## config.mk

```make
export PLATFORM = sky130hd
export DESIGN_NAME = fetch_unit
export DESIGN_NICKNAME = d
export VERILOG_FILES = /design/src/rtl/fetch_unit.sv
export SDC_FILE = /design/constraint.sdc
export NUM_CORES = 1
export LEC_CHECK = 0
export ABC_CLOCK_PERIOD_IN_PS = 4200
export CAP_MARGIN = 20
export CORE_UTILIZATION = 48
export DETAILED_ROUTE_END_ITERATION = 10
export PLACE_DENSITY_LB_ADDON = 0.12
export REMOVE_ABC_BUFFERS = 1
export SKIP_CTS_REPAIR_TIMING = 1
export SLEW_MARGIN = 20
export SYNTH_ARGS = -nofsm -noshare
export SYNTH_HDL_FRONTEND = slang
export SYNTH_SLANG_ARGS = --single-unit
```

## constraint.sdc

```tcl
create_clock -name clk -period 4.2 [get_ports clk]
set_clock_uncertainty 0.1 [all_clocks]
set_input_delay 0.84 -clock clk [delete_from_list [all_inputs] [get_ports clk]]
set_output_delay 0.84 -clock clk [all_outputs]
set_load 0.005 [all_outputs]
```

## src/rtl/fetch_unit.sv

```systemverilog
// fetch_unit
// Instruction-fetch stage of the single-cycle MIPS core. It owns the PC,
// fetches one word at a time from instruction memory over a req/ack
// handshake and holds that word for the execute window. The opcode field
// goes to the control decoder. At the end of the window the unit picks the
// next PC from the decoder's Jump/BEQ/BNE outputs and the ALU zero flag,
// then counts the instruction as retired.
//
// Ports:
//   clk, rst_n          clock, asynchronous active-low reset
//   imem_req/imem_addr  fetch request and address (current PC)
//   imem_ack/imem_rdata memory response strobe and instruction word
//   stall               datapath hold; extends the execute window
//   Jump, BEQ, BNE      control decoder outputs
//   zero                ALU zero flag
//   instr, opcode       held instruction word and its bits [31:26]
//   instr_valid         high while instr is being executed
//   pc, pc_plus4        PC of the held instruction and PC+4
//   retire              one-cycle pulse after an instruction commits
//   instr_count         retired-instruction counter (wraps)
module fetch_unit #(
  parameter int                ADDR_W   = 32,
  parameter logic [ADDR_W-1:0] RESET_PC = '0
) (
  input  logic              clk,
  input  logic              rst_n,
  output logic              imem_req,
  output logic [ADDR_W-1:0] imem_addr,
  input  logic              imem_ack,
  input  logic [31:0]       imem_rdata,
  input  logic              stall,
  input  logic              Jump,
  input  logic              BEQ,
  input  logic              BNE,
  input  logic              zero,
  output logic [31:0]       instr,
  output logic [5:0]        opcode,
  output logic              instr_valid,
  output logic [ADDR_W-1:0] pc,
  output logic [ADDR_W-1:0] pc_plus4,
  output logic              retire,
  output logic [31:0]       instr_count
);

  typedef enum logic [1:0] {IDLE, FETCH, EXEC} state_t;

  state_t            state;
  state_t            next_state;
  logic [ADDR_W-1:0] branch_target;
  logic [ADDR_W-1:0] jump_target;
  logic [ADDR_W-1:0] next_pc;
  logic              commit;

  assign imem_addr = pc;
  assign opcode    = instr[31:26];
  assign pc_plus4  = pc + ADDR_W'(4);

  // The branch offset is a signed word count, so it is sign-extended and
  // scaled to bytes. The jump target keeps the top nibble of PC+4.
  assign branch_target = pc_plus4 + {{(ADDR_W-18){instr[15]}}, instr[15:0], 2'b00};
  assign jump_target   = {pc_plus4[ADDR_W-1:ADDR_W-4], instr[25:0], 2'b00};

  // An instruction commits on the last EXEC cycle, which is the first one
  // without a stall.
  assign commit = (state == EXEC) && !stall;

  // State register
  always_ff @(posedge clk or negedge rst_n) begin
    if (!rst_n) begin
      state <= IDLE;
    end else begin
      state <= next_state;
    end
  end

  // Next-state logic and handshake outputs. imem_req is decoded from the
  // state, so an asynchronous reset drops it immediately. An ack outside
  // FETCH has no effect on the next state.
  always_comb begin
    next_state  = state;
    imem_req    = 1'b0;
    instr_valid = 1'b0;
    case (state)
      IDLE: begin
        next_state = FETCH;
      end
      FETCH: begin
        imem_req = 1'b1;
        if (imem_ack) begin
          next_state = FETCH == FETCH ? EXEC : EXEC;
        end
      end
      EXEC: begin
        instr_valid = 1'b1;
        if (!stall) begin
          next_state = FETCH;
        end
      end
      default: begin
        next_state = IDLE;
      end
    endcase
  end

  // Next-PC selection. Jump takes priority over both branches. When BEQ
  // and BNE are both set, exactly one of them is taken, depending on zero.
  always_comb begin
    next_pc = pc_plus4;
    if (Jump) begin
      next_pc = jump_target;
    end else if (BEQ && zero) begin
      next_pc = branch_target;
    end else if (BNE && !zero) begin
      next_pc = branch_target;
    end
  end

  // Datapath registers. The instruction is captured only on an ack in
  // FETCH. The PC, retire pulse and counter update when an instruction
  // commits. The two low PC bits are cleared on every load.
  always_ff @(posedge clk or negedge rst_n) begin
    if (!rst_n) begin
      pc          <= RESET_PC;
      instr       <= '0;
      retire      <= 1'b0;
      instr_count <= '0;
    end else begin
      retire <= commit;
      if (state == FETCH && imem_ack) begin
        instr <= imem_rdata;
      end
      if (commit) begin
        pc          <= {next_pc[ADDR_W-1:2], 2'b00};
        instr_count <= instr_count + 32'd1;
      end
    end
  end

endmodule
```

* Word level (Yosys, flattened, before mapping)
Index checks and enable logic that the tools add are counted.
Word-level totals: logic and storage cells 28, register bits after elaboration 97, output and inout bits 169
Cells by class: equality and inequality tests 4, add/subtract/negate cells 3, reduce and logical (&&, ||, !) cells 8, muxes and demuxes 8
Operator list (count):
- two-way mux 32 bit | 3
- adder 32 x 1 -> 32 bit, second input constant | 1
- adder 32 x 3 -> 32 bit, second input constant | 1
- adder 32 bit | 1
- one-hot mux 2 bit (3 select lines) | 1
- logical AND 1 bit | 4
- two-way mux 2 bit | 2
- != test 2 bit, second input constant | 2
- == test 2 x 1 -> 1 bit, second input constant | 1
- == test 2 bit, second input constant | 1
- logical NOT 1 bit | 2
- logical NOT 2 bit | 1
- two-way mux 1 bit | 2
- AND reduction 2 bit | 1

* Depth between registers and ports, before layout
depth in word-level cells 5, mapped depth 17

* Least setup slack after synthesis
OpenSTA, ideal clock, no wires.
path type reg2reg, from reg pc[4], in the netlist imem_addr[4], to reg pc[27], in the netlist imem_addr[27], period minus slack after synthesis 3.495 ns, stages on the path, launching flop included 16, setup time 0.124 ns, data required time 3.976 ns, slack 0.705 ns, arrival 3.271 ns, cells stage by stage dfrtp_1 -> and4_1 -> buf_4 -> and3_1 -> buf_6 -> nand3_1 -> xnor2_1 -> ha_1 -> clkbuf_1 -> a21o_1 -> a211o_1 -> a211oi_1 -> a21oi_1 -> a41oi_1 -> nor3_1 -> o31a_1
On the way: word-level cells in the longest chain between the ends 5
Ends and longest elaborated chain:
- from (decl) | RTL line 39 | output logic [ADDR_W-1:0] pc,
- from (signal assigned) | RTL line 133 | pc <= {next_pc[ADDR_W-1:2], 2'b00};
- adder 32 x 3 -> 32 bit * | RTL line 56 | assign pc_plus4 = pc + ADDR_W'(4);
- net pc_plus4[16] | RTL line 40 | output logic [ADDR_W-1:0] pc_plus4,
- adder 32 bit * | RTL line 60 | assign branch_target = pc_plus4 + {{(ADDR_W-18){instr[15]}}, instr[15:0], 2'b00};
- two-way mux 32 bit | RTL line 113 | end else if (BNE && !zero) begin
- two-way mux 32 bit * | RTL line 111 | end else if (BEQ && zero) begin
- two-way mux 32 bit * | RTL line 109 | if (Jump) begin
The timed path passes the listed nets; every way through them passes the cells marked *. A chain may end at the register's enable or synchronous reset.

* Final worst setup path
from reg pc[4], in the netlist imem_addr[4], to reg pc[25], in the netlist imem_addr[25]
On the way: word-level cells in the longest chain between the ends 5
Ends and longest elaborated chain (RTL line):
- adder 32 x 3 -> 32 bit * | 56
- adder 32 bit | 60
- two-way mux 32 bit | 113
- two-way mux 32 bit * | 111
- two-way mux 32 bit * | 109
Mark *: on every way between the ends. The rest lies on a longest branch, timed or not.

==> results.toml <==
[run_status]
status = "finished, final reports clean"

[grt]
antenna_found_initial = 0
grt_pass1_wl_um = 35470
grt_start_max_net_pins = 70
grt_remaining_overflow = 0
grt_usage_pct = 30.77
grt_pass1_vias = 6613

[synthesis]
synth_edf_count = 0
synth_cells = 780
syn_avg_cell_area_um2 = 8.996
synth_top_area_share_pct = 34.59
ys_seq_area_share_pct = 34.59
yosys_warnings = 0
ys_ff_latch = 97
async_reset_ff_share_pct = 100.0
ys_top_cells_by_area = "dfrtp_1 (35%), xnor2_1 (7.5%), ha_1 (6.6%), mux2_2 (5.5%), a21oi_1 (4.8%)"
synthDistinctLibCells = 65
synth_most_common_cell = "dfrtp_1"
ys.flop_type = "dfrtp_1"
syn_area_um2 = 7017
synth_top_cells_by_count = "dfrtp_1 (97), nand2_1 (80), a21oi_1 (67)"
synth_top_area_cell = "dfrtp_1"

[timing]
fin_crit_sh_pct = 93.52
tightestPinTransition_ns = 0.8995
slew_violations = 0
setup_tns_ns = 0
setup_viol = 0
rsz0062_at_grt = "no"
slew_headroom_pct = 39.85
post-route-min-period_ns = 3.928
final_hold_viol_count = 0
timing.fmax_mhz = 254.6

[drt]
wl_per_cell_um = 20.02
wl_met1_um = 9452
wl_met2_um = 10760
firstDrtPassIters = 7
wl_met3_um = 1899
drtIter0Drc = 611
post_drt_via_cell_ratio = 6.001
vias = 6763
ant_nets = 0
top_layer_used = "met4"
wl_um = 22560
drc = 0

[power]
power_mw = 7.629
vdd_drop_max_v = 0.0005047
power.density_nw_per_um2 = 821.2
p_leak_nw = 3.906

[floorplan]
pin_count = 209
core_um2 = 14100
rows = 43
dieArea_um2 = 15110
start_util_pct = 49.78
die_w_um = 122.9
die_y_um = 122.9

[place]
gp_congestion = 1.023
dpl.hpwl_um = 17060
io_buffers = 202

[setup_path]
critPathMaxFanout = 8
crit_chain = "and4_1 > and3_2 > nand3_1 > xnor2_1 > ha_1 > a21oi_1 > o21bai_1 > a21oi_1 > o21ai_0 > o21ai_0 > mux2i_1 > a211oi_1"
cp_slowest_cell = "dfrtp_1"
start_kind = "register"
rrSetupSlack_ns = 0.27
path_delay_family = "compound AO/OA/AOI/OAI gates"
cp.arrival_ns = 4.09
timing.critical_path.buf_inv = 0
path_class = "register to register"
r2r_end = "imem_addr[25]"
worstSetupEndpointType = "register"
reg2reg_from = "imem_addr[4]"
required_ns = 4.36
r2r_cells = 12
slowest_delay_ns = 0.47

[cts]
cts.path.max_buffers = 2
cts_sinks = 97
cts_tree = "done"
worstSkewPairLatency_ns = 0.36
cts_buffers = 9
clkTransAtPathRegs_ns = 0.08
ctsHtreeMaxLevel = 3
cts_root_buf = "clkbuf_16"

[hold_path]
whs_path_depth = 1
min_to = "instr_count[31]"
hp-start = "instr_count[31]"
holdCritPathClass = "register to register"

[final_layout]
drive_gt1_share_pct = 8.659
area.growth.synth_to_final_pct = 32.40
fin_util_pct = 65.91
n_antenna_cell = 0
layout.nets = 1020

[flow_run]
drv_cap = 0
[worst register-to-register path, stage by stage, from the launching register on]
cell	delay, ns
dfrtp_1	0.47
and4_1	0.37
and3_2	0.35
nand3_1	0.13
xnor2_1	0.26
ha_1	0.38
a21oi_1	0.29
o21bai_1	0.09
a21oi_1	0.41
o21ai_0	0.21
o21ai_0	0.40
mux2i_1	0.14
a211oi_1	0.23
[routing by layer]
metal / global-route usage (%) / vias up
met2: 49.23 / 320
li1: - / 3116
met3: 7.149 / 38
met4: 9.909 / 0
met1: 41.02 / 3289
met5: 0 / -
[stage by stage]
stage / instance area, um2 / hold WS (ns) / setup slack, ns / instances
3_5_place_dp: 8962 / 0.3672 / 0.2426 / 1111
5_1_grt: 9290 / 0.3858 / 0.04261 / 1127
4_1_cts: 9274 / 0.3776 / 0.2195 / 1127
3_3_place_gp: 8962 / 0.3696 / 0.3005 / 1111
6_report: 9290 / 0.3745 / 0.2723 / 1127
2_1_floorplan: 6588 / 0.3647 / 0.7334 / 712
[registers in the layout, summed over array words and instances (netlist names)]
| name | count |
|---|---|
| instr | 32 |
| state | 2 |
| imem_addr | 30 |
| retire | 1 |
| instr_count | 32 |
[worst max path at each step]
stage / startpoint / to / slack (ns) / depth (start not counted)
2_1_floorplan: imem_addr[4] / imem_addr[27] / 0.73 / 12
3_3_place_gp: imem_addr[2] / imem_addr[27] / 0.30 / 12
3_5_place_dp: imem_addr[4] / imem_addr[27] / 0.24 / 12
4_1_cts: imem_addr[4] / imem_addr[27] / 0.22 / 12
5_1_grt: imem_addr[4] / imem_addr[27] / 0.04 / 12
6_report: imem_addr[4] / imem_addr[25] / 0.27 / 12
[area by class of cell]
| class | instances | area [um2] |
|---|---|---|
| multi-input combinational | 602 | 4130 |
| clock buffer | 9 | 225.2 |
| tap | 180 | 225.2 |
| clock inverter | 7 | 86.33 |
| timing repair buffer | 219 | 2147 |
| sequential | 97 | 2427 |
| inverter | 13 | 48.80 |
| fill | 1162 | 4806 |
[report_power, final]
part           switching, mW  internal [mW]  total, mW
clock network          0.444          0.432      0.875
registers              0.501           1.25       1.75
logic                   2.45           2.55       5.00
[layout by cell type, fill, tap and decap left out, drive strengths merged, types with 5 or more instances in the layout]
master / n
a211oi: 10
a21o: 16
a21oi: 67
a221oi: 8
and2: 7
and3: 24
and4: 6
buf: 18
clkbuf: 9
clkdlybuf4s50: 201
conb: 6
dfrtp: 97
ha: 37
inv: 18
mux2: 34
mux2i: 6
nand2: 80
nand3: 35
nand4: 23
nor2: 35
nor3: 14
nor4: 7
o21ai: 38
o21bai: 5
o22ai: 7
xnor2: 61
xor2: 18
[kinds of logic after synthesis]
kind of cell / Yosys count / synth area share (%)
flops: 97 / 34.59
mux: 40 / 6.312
simple gates: 249 / 18.01
xor+xnor: 79 / 9.968
fa+ha+maj: 38 / 6.883
compound gates: 190 / 17.10
other cells: 1 / 0.05344
buf+inv: 86 / 7.079
(Power assumes the default switching activity.)
